--- src/rtl/ps2_host_tx.sv ---
// PS/2 host-to-device transmitter: clock inhibit, request-to-send, 8 data bits
// LSB first with odd parity, stop bit release, device ACK sampling and timeout.
module ps2_host_tx #(
  parameter int unsigned INHIBIT_CYCLES = 5000,
  parameter int unsigned TIMEOUT_CYCLES = 1000000
) (
  input  logic       clk,
  input  logic       rst,
  input  logic [7:0] tx_data,
  input  logic       tx_start,
  input  logic       ps2_clk_in,
  input  logic       ps2_data_in,
  output logic       ps2_clk_oe,
  output logic       ps2_data_oe,
  output logic       busy,
  output logic       done,
  output logic       ack_ok,
  output logic       error
);

  localparam int unsigned CNT_MAX = (INHIBIT_CYCLES > TIMEOUT_CYCLES) ? INHIBIT_CYCLES : TIMEOUT_CYCLES;
  localparam int unsigned CW      = $clog2(CNT_MAX + 1);

  typedef enum logic [2:0] {
    S_IDLE, S_INHIBIT, S_RTS, S_SEND, S_WAIT_ACK, S_WAIT_IDLE, S_DONE
  } state_t;

  state_t        state_q, state_d;
  logic [CW-1:0] cnt_q, cnt_d;
  logic [3:0]    n_q, n_d;
  logic [8:0]    shift_q, shift_d;
  logic          clk_oe_q, clk_oe_d;
  logic          data_oe_q, data_oe_d;
  logic          ack_q, ack_d;
  logic          err_q, err_d;
  logic [2:0]    clk_sync_q;
  logic [1:0]    data_sync_q;
  logic          clk_s, data_s, fall, timeout;

  // Stage 2 is the synchronized level; stage 3 only exists for edge detection.
  assign clk_s   = clk_sync_q[1];
  assign data_s  = data_sync_q[1];
  assign fall    = clk_sync_q[2] & ~clk_sync_q[1];
  assign timeout = (cnt_q == CW'(TIMEOUT_CYCLES - 1));

  always_ff @(posedge clk or negedge rst) begin
    if (!rst) begin
      clk_sync_q  <= '1;
      data_sync_q <= '1;
    end else begin
      clk_sync_q  <= {clk_sync_q[1:0], ps2_clk_in};
      data_sync_q <= {data_sync_q[0], ps2_data_in};
    end
  end

  always_ff @(posedge clk or negedge rst) begin
    if (!rst) begin
      state_q   <= S_IDLE;
      cnt_q     <= '0;
      n_q       <= '0;
      shift_q   <= '0;
      clk_oe_q  <= 1'b0;
      data_oe_q <= 1'b0;
      ack_q     <= 1'b0;
      err_q     <= 1'b0;
    end else begin
      state_q   <= state_d;
      cnt_q     <= cnt_d;
      n_q       <= n_d;
      shift_q   <= shift_d;
      clk_oe_q  <= clk_oe_d;
      data_oe_q <= data_oe_d;
      ack_q     <= ack_d;
      err_q     <= err_d;
    end
  end

  always_comb begin
    state_d   = state_q;
    cnt_d     = cnt_q;
    n_d       = n_q;
    shift_d   = shift_q;
    clk_oe_d  = clk_oe_q;
    data_oe_d = data_oe_q;
    ack_d     = ack_q;
    err_d     = err_q;

    case (state_q)
      S_IDLE: begin
        clk_oe_d  = 1'b0;
        data_oe_d = 1'b0;
        if (tx_start) begin
          shift_d  = {~^tx_data, tx_data};
          ack_d    = 1'b0;
          err_d    = 1'b0;
          cnt_d    = '0;
          clk_oe_d = 1'b1;
          state_d  = S_INHIBIT;
        end
      end

      S_INHIBIT: begin
        if (cnt_q == CW'(INHIBIT_CYCLES - 1)) begin
          clk_oe_d  = 1'b0;
          data_oe_d = 1'b1;
          cnt_d     = '0;
          n_d       = '0;
          state_d   = S_RTS;
        end else begin
          cnt_d = cnt_q + 1'b1;
        end
      end

      S_RTS, S_SEND, S_WAIT_ACK, S_WAIT_IDLE: begin
        cnt_d = cnt_q + 1'b1;
        if (timeout) begin
          clk_oe_d  = 1'b0;
          data_oe_d = 1'b0;
          err_d     = 1'b1;
          ack_d     = 1'b0;
          state_d   = S_DONE;
        end else begin
          // shift_q[0] always holds the next bit to present: data LSB first, then parity.
          case (state_q)
            S_RTS: begin
              if (fall) begin
                n_d       = 4'd1;
                data_oe_d = ~shift_q[0];
                shift_d   = shift_q >> 1;
                state_d   = S_SEND;
              end
            end
            S_SEND: begin
              if (fall) begin
                n_d = n_q + 4'd1;
                if (n_q == 4'd9) begin
                  data_oe_d = 1'b0;
                  state_d   = S_WAIT_ACK;
                end else begin
                  data_oe_d = ~shift_q[0];
                  shift_d   = shift_q >> 1;
                end
              end
            end
            S_WAIT_ACK: begin
              if (fall) begin
                ack_d   = ~data_s;
                err_d   = data_s;
                state_d = S_WAIT_IDLE;
              end
            end
            default: begin
              if (clk_s && data_s) state_d = S_DONE;
            end
          endcase
        end
      end

      S_DONE:  state_d = S_IDLE;
      default: state_d = S_IDLE;
    endcase
  end

  assign ps2_clk_oe  = clk_oe_q;
  assign ps2_data_oe = data_oe_q;
  assign busy        = (state_q != S_IDLE) && (state_q != S_DONE);
  assign done        = (state_q == S_DONE);
  assign ack_ok      = ack_q;
  assign error       = err_q;

endmodule
--- config.mk ---
export PLATFORM = sky130hd
export DESIGN_NAME = ps2_host_tx
export DESIGN_NICKNAME = d
export VERILOG_FILES = /design/src/rtl/ps2_host_tx.sv
export SDC_FILE = /design/constraint.sdc
export NUM_CORES = 1
export LEC_CHECK = 0
export ABC_AREA = 0
export CAP_MARGIN = 10
export CORE_MARGIN = 3
export CORE_UTILIZATION = 55
export CTS_BUF_LIST = sky130_fd_sc_hd__clkbuf_16
export CTS_CLUSTER_DIAMETER = 200
export DETAILED_ROUTE_END_ITERATION = 8
export PLACE_DENSITY_LB_ADDON = 0.08
export SLEW_MARGIN = 25
export SYNTH_ARGS = -nofsm -noshare
export SYNTH_HDL_FRONTEND = slang
export SYNTH_SLANG_ARGS = --single-unit
--- constraint.sdc ---
create_clock -name clk -period 3.71 [get_ports clk]
set_clock_uncertainty 0.15 [all_clocks]
set_input_delay 0.742 -clock clk [delete_from_list [all_inputs] [get_ports clk]]
set_output_delay 0.742 -clock clk [all_outputs]
set_load 0.1 [all_outputs]
==> summary.md, run 1 <==
| Metric | Value |
|---|---|
| Status | finished, final reports clean |
| Multiplexer area fraction after synthesis | around 4.8% |
| Max Slew Vio Count | 0 |
| Top post-synthesis cells by count | 40 x dfrtp_1, 34 x nor2_1, 33 x nand2_1 |
| RSZ-0062 raised after global routing | no |
| Syn nets | 294 |
| Arrival time worst endpoint | 2.93 ns |
| Worst Tran Pin Value | 0.967 ns |
| Mapped cell area | 0.00262 sq mm |
| Clk slew on worst S/H paths | approximately 0.07 ns |
| Initial Utilization | 58.6% |
| Total die area | around 0.0056 sq mm |
| Pwr Total | about 2.5 mW |
| Leak | ~1.2 nW |
| Final net count | 313 |
| Routed length per placed instance | 14.9 um |
| Setup Total Neg Slack | 0 ns |
| Synth Area in XOR/XNOR | under 10% |
| First-pass GRT wire length | 8800 um |
| VDD IR-drop max | 0.522 mV |
| Placed inst area | between 0.002 and 0.003 sq mm |
| Hold Path Class | reg2reg |
| Largest net degree at the start of global routing | 46 |
| Hold_ws | 0.208 ns |
| Initial antenna violation count | 0 |
| Mean Syn Cell Area | 9.54 sq um |
| FFs w/ async S/R, synth | 100% |
| GPL Wtd Cong | 0.859 |
| Crit end category | register |
| CTS resizes | 0 |
| Critical path's slowest cell | ha_1 |
| CP top delay family | adder cells |
| Worst Path Required | 3.76 ns |
| Setup ws final | 0.835 ns |
| Synth top area share | roughly two fifths |
| Ant diodes | 0 |
| Die W | 75.1 um |
| Synth Area in Adders | under 10% |
| CP max FO | 20 |
| CTS Sinks | 45 |
| Site row count | 24 |
| Worst-skew pair later-pin latency | 0.28 ns |
| Vias in the first global route | approximately 1.8k |
| Core area | 0.00447 sq mm |
| Synth Area in Simple Gates | about a quarter |
| Cell area after layout | 0.00301 sq mm |
| Antenna Violating Nets Remaining | 0 |
| Post-Route WL | 5150 um |
| Synth warnings | 0 |
| DRC viols | 0 |
| Final setup viols | 0 |
| Via Count | 2023 |
| Max-Slew Margin vs Limit | ~35% |
| Clock Path Buffers | 2 |
| Crit path cell chain | ha_1 -> inv_1 -> a31oi_1 -> o221ai_2 -> or4_1 -> o211ai_1 |
| IO Pins | 19 |
| DP Worst Slack | approximately 0.73 ns |
| Share of the yosys chip area belonging to registers | 43.2% |
| # H-tree levels | 2 |
| Cts bufs inserted | 5 |
| Main combinational cell family by area after synthesis | simple AND/OR/NAND/NOR gates |
| Fin. Hold Viols | 0 |
| DP HPWL | roughly 3600 um |
| Pwr per Cell Area | between 800 and 900 mW/mm^2 |
| Synth area leader | dfrtp_1 |
| Period utilisation layout | 77.5% |
| CTS tree | done |
| Die height | 75.1 um |
| GRT Util Overall | 20.4% |
| Max incr delay on CP | between 0.7 and 0.8 ns |
| Fmax | between 300 and 400 MHz |
| Drt via density | 5.83 |
| Hold_buf cts | 0 |
| Port buffer count | 18 |
| FF+latch count, synth | 45 |
| Reg-to-reg slack, setup | 0.84 ns |
| Compound-Gate Fraction of Synth Area | 11.9% |
| Area grow syn2layout | 14.6% |
| Most instantiated library cell after synthesis | dfrtp_1 |
| Mapped Cells | 275 |
| Initial DRC count | 114 |
| Drt first pass iters | 4 |
| Max Cap Violations | 0 |
| WS Path Type | reg2reg |
| Minimum clock period | between 2 and 3 ns |
| Sum of buffers and inverters on the critical path | 1 |
| EDFF count, synth | 0 |
| Netlist cell types | 60 |
| Total gr overflow | 0 |
| Area contributors post-synth | dfrtp_1 38%, xnor2_1 6.7%, dfstp_2 5.0%, nor2_1 4.9%, nand2_1 4.7% |
| Main synth FF type | dfrtp_1 |
| Post-CTS Setup Inserts | 0 |
| Fraction of layout instances using a drive strength above 1 | 12.9% |
| CTS root buffer | clkbuf_16 |
| Crit start category | register |
## through the flow
| stage | util, % | std cells |
|---|---|---|
| floorplan | - | 275 |
| detailed placement | 63.3 | 339 |
| finish | 67.2 | 347 |
| global route | 67.2 | 347 |
| global placement | 63.3 | 339 |
| CTS | 67.2 | 347 |
## report_power, final
group	total [mW]	internal, mW	switching (mW)
combinational	1.27	0.434	0.833
clock	0.505	0.319	0.186
sequential	0.714	0.604	0.111
## worst paths after layout
| check | startpoint | end | cells after the start |
|---|---|---|---|
| worst max register to register | state_q[2] | n_q[3] | 6 |
| worst min-delay path | data_sync_q[0] | data_sync_q[1] | 0 |
| worst min register to register | data_sync_q[0] | data_sync_q[1] | 0 |
| min in group asynchronous | rst | cnt_q[2] | 1 |
| worst max-delay path | state_q[2] | n_q[3] | 6 |
| max in group asynchronous | rst | data_sync_q[1] | 1 |
## logic make-up (layout without fill, tap and decap cells)
kind of cell | count (synthesis) | in the layout
flops | 45 | 45
mux | 12 | 12
xor+xnor | 26 | 26
compound gates | 42 | 42
fa+ha+maj | 7 | 7
simple gates | 125 | 125
buf+inv | 18 | 38
## worst register-to-register path: cells and delay by family, from the launching register on
family | cells | cell delay (ns)
adder cells (fa/ha/maj) | 1 | 0.73
AND/OR/NAND/NOR | 1 | 0.44
AO/OA/AOI/OAI | 3 | 0.57
buffers and inverters | 1 | 0.29
flip-flops | 1 | 0.62
## layer usage
| metal | share of wire [%] | GRT usage, % | vias to the layer above |
|---|---|---|---|
| met5 | 0 | 0 | - |
| met4 | 1.4 | 6.92 | 0 |
| met3 | 4.8 | 5.07 | 8 |
| met2 | 46 | 30.3 | 47 |
| met1 | 48 | 29.0 | 965 |
| li1 | - | - | 1003 |
## registers in the layout, summed over array words and instances (netlist names)
name,flops
shift_q,9
ps2_data_oe,1
state_q,3
cnt_q,20
ack_ok,1
error,1
ps2_clk_oe,1
data_sync_q,2
clk_sync_q,3
n_q,4
## layout by cell type (no fill, tap or decap), drive strengths merged, types with 4 or more instances in the layout
cell type	count
dfrtp	40
nor2	35
nand2	34
xnor2	20
o21ai	16
clkdlybuf4s50	15
nand3	10
inv	10
nor3	10
mux2i	8
xor2	6
ha	6
o31ai	6
dfstp	5
clkbuf	5
buf	5
and3	5
a21oi	4
mux2	4
## layout make-up
type,count,area (sq um)
fillers,339,1470
clock inverters,3,46.3
multi-input cells,212,1410
well taps,52,65.1
inverters,10,37.5
flip-flops and latches,45,1130
clock buffers,5,125
repair buffers,20,188
Power figures use the tool's default switching activity.
==> inputs of run 2 (changes only) <==
- CORE_UTILIZATION: 55 -> 53
- clock period: 3.71 -> 2.6 ns (I/O delays scaled with it)
==> run 2 against run 1 <==
First-iteration DRC count grew 24%. Critical path depth rose by 1. Sequential power grew 35%. Cell area grew 4.1%. Wire length increased by 4.6%.
==> summary.md, run 2 (synthesized netlist as in run 1, its figures left out) <==
| Metric | Value |
|---|---|
| CTS root buffer | clkbuf_16 |
| Initial antenna violation count | 0 (unchanged) |
| Leak | 1.31 nW (+5.7%) |
| RSZ-0062 raised after global routing | no |
| Largest register FFs | 20 (unchanged) |
| Clock Path Buffers | 2 (unchanged) |
| Most common cell after layout, fill and taps aside | dfrtp_1 |
| Setup Total Neg Slack | 0 ns (unchanged) |
| Max Slew Vio Count | 0 (unchanged) |
| Crit path cell chain | ha_1 -> nand4b_1 -> or4_4 -> o21ai_1 -> a32oi_1 -> a21o_1 -> mux2_1 |
| CTS tree | done |
| Post-Route WL | 5390 um (+4.6%) |
| Via Count | 2075 (+2.6%) |
| Vias in the first global route | 2096 (+13%) |
| Site row count | 24 (unchanged) |
| Sum of buffers and inverters on the critical path | 0 (-1) |
| GRT Util Overall | 20.3% (-0.090 points) |
| Crit end category | register |
| Antenna Violating Nets Remaining | 0 (unchanged) |
| Pwr per Cell Area | 1180 mW/mm^2 (+43%) |
| Grt met2 use | 31.9% (+1.6 points) |
| Max Cap Violations | 0 (unchanged) |
| Initial DRC count | 141 (+24%) |
| Final setup viols | 0 (unchanged) |
| Die W | 76.4 um (+1.7%) |
| Total gr overflow | 0 (unchanged) |
| # fillers | 374 (+10%) |
| Grt met3 use | 5.44% (+0.36 points) |
| VDD IR-drop max | 0.881 mV (+69%) |
| Most frequent cells in the layout | 40 x dfrtp_1, 34 x nor2_1, 33 x nand2_1 |
| DRC viols | 0 (unchanged) |
| Largest net degree at the start of global routing | 46 (unchanged) |
| Grt peak-use layer | met2 |
| GPL Wtd Cong | 0.897 (+4.4%) |
| Hold_ws | 0.155 ns (-0.0534 ns) |
| DP HPWL | 3890 um (+7.0%) |
| Max-Slew Margin vs Limit | 49.1% (+14 points) |
| Hold Path Class | in2async |
| Max incr delay on CP | 0.44 ns (-0.29 ns) |
| Cts bufs inserted | 5 (unchanged) |
| Final net count | 324 (+3.5%) |
| Routed length per placed instance | 14.5 um (-2.2%) |
| Fmax | 406 MHz (+17%) |
| CP max FO | 4 (-80%) |
| Critical Path Start | cnt_q[0] |
| CTS Sinks | 45 (unchanged) |
| First-pass GRT wire length | 9570 um (+8.8%) |
| WS Path Type | reg2reg |
| Post-CTS Setup Inserts | 0 (unchanged) |
| Biggest regs | cnt_q x20, shift_q x9, n_q x4 |
| FF-to-FF Start | cnt_q[0] |
| Port buffer count | 18 (unchanged) |
| Core area | 0.00456 sq mm (+2.0%) |
| Initial Utilization | 57.5% (-1.2 points) |
| Die height | 76.4 um (+1.7%) |
| Drt via density | 5.59 (-4.1%) |
| Clk slew on worst S/H paths | 0.07 ns (about the same) |
| Fin. Hold Viols | 0 (unchanged) |
| Area grow syn2layout | 19.3% |
| Fraction of layout instances using a drive strength above 1 | 17.6% (+4.8 points) |
| # H-tree levels | 2 (unchanged) |
| Worst Path Required | 2.62 ns (-1.14 ns) |
| Status | finished, final reports clean |
| Drt first pass iters | 4 (unchanged) |
| GR Layer Usage met1 | 27.2% (-1.8 points) |
| Critical path's slowest cell | or4_4 |
| Worst-skew pair later-pin latency | 0.29 ns (about the same) |
| IO Pins | 19 (unchanged) |
| Period utilisation layout | 94.6% (+17 points) |
| Worst Tran Pin Value | 0.756 ns (-0.210 ns) |
| Reg with most FFs | cnt_q |
| Crit start category | register |
| Total die area | 0.00583 sq mm (+3.5%) |
| Minimum clock period | 2.46 ns (-0.415 ns) |
| Ant diodes | 0 (unchanged) |
| CP top delay family | compound AO/OA/AOI/OAI gates |
| Arrival time worst endpoint | 2.48 ns (-0.45 ns) |
-- run 2: worst paths after layout --
check,slack [ns],depth (start not counted),end
worst min-delay path,0.15,2,ps2_clk_oe
worst max-delay path,0.14,7,state_q[0]
max in group asynchronous,1.76,2,clk_sync_q[0]
worst min register to register,0.21,0,clk_sync_q[1]
min in group clk,0.21,0,clk_sync_q[1]
worst max register to register,0.14,7,state_q[0]
-- run 2: metrics by stage --
| stage | instances | area [sq um] | worst slack, ns | total power, mW | utilization [%] |
|---|---|---|---|---|---|
| final | 371 | 3130 | 0.140 | 3.69 | 68.6 |
| after global placement | 363 | 2950 | 0.0281 | 2.92 | 64.7 |
| after global routing | 371 | 3130 | 0.0615 | 3.96 | 68.6 |
| after detailed placement | 363 | 2950 | -0.0211 | 2.95 | 64.7 |
| after CTS | 371 | 3130 | 0.0803 | 3.70 | 68.5 |
| after floorplan | 275 | 2640 | 0.153 | 2.51 | - |
-- run 2: area by class of cell --
| type | instances | area, sq um | area share [%] |
|---|---|---|---|
| clock inverters | 3 | 46.3 | 1.48 |
| multi-input cells | 212 | 1430 | 45.5 |
| repair buffers | 31 | 283 | 9.03 |
| inverters | 10 | 37.5 | 1.20 |
| clock buffers | 5 | 125 | 4.00 |
| flip-flops and latches | 45 | 1130 | 36.2 |
| well taps | 65 | 81.3 | 2.60 |
-- run 2: what timing repair did --
action,4_1_cts,5_1_grt
gates resized for setup,0,2
hold buffers,0,0
endpoints found under the setup margin,0,20
-- run 2: metal layers --
metal,wire [um],vias up,part of all wire (%)
met5,0,-,0
met1,2560,975,48
met2,2460,57,46
met3,283,11,5.3
met4,87,0,1.6
li1,-,1032,-
-- run 2: worst register-to-register path, stage by stage, from the launching register on --
cell and delay (ns):
dfrtp_1 0.40, ha_1 0.26, nand4b_1 0.14, or4_4 0.44, o21ai_1 0.29, a32oi_1 0.12
a21o_1 0.22, mux2_1 0.32
-- run 2: where the power goes --
| group | internal [mW] | leakage (nW) | switching, mW | total (mW) |
|---|---|---|---|---|
| combinational | 0.708 | 0.645 | 1.29 | 2.00 |
| clock | 0.455 | 0.0800 | 0.272 | 0.726 |
| sequential | 0.863 | 0.585 | 0.104 | 0.967 |
| total | 2.03 | 1.31 | 1.67 | 3.69 |
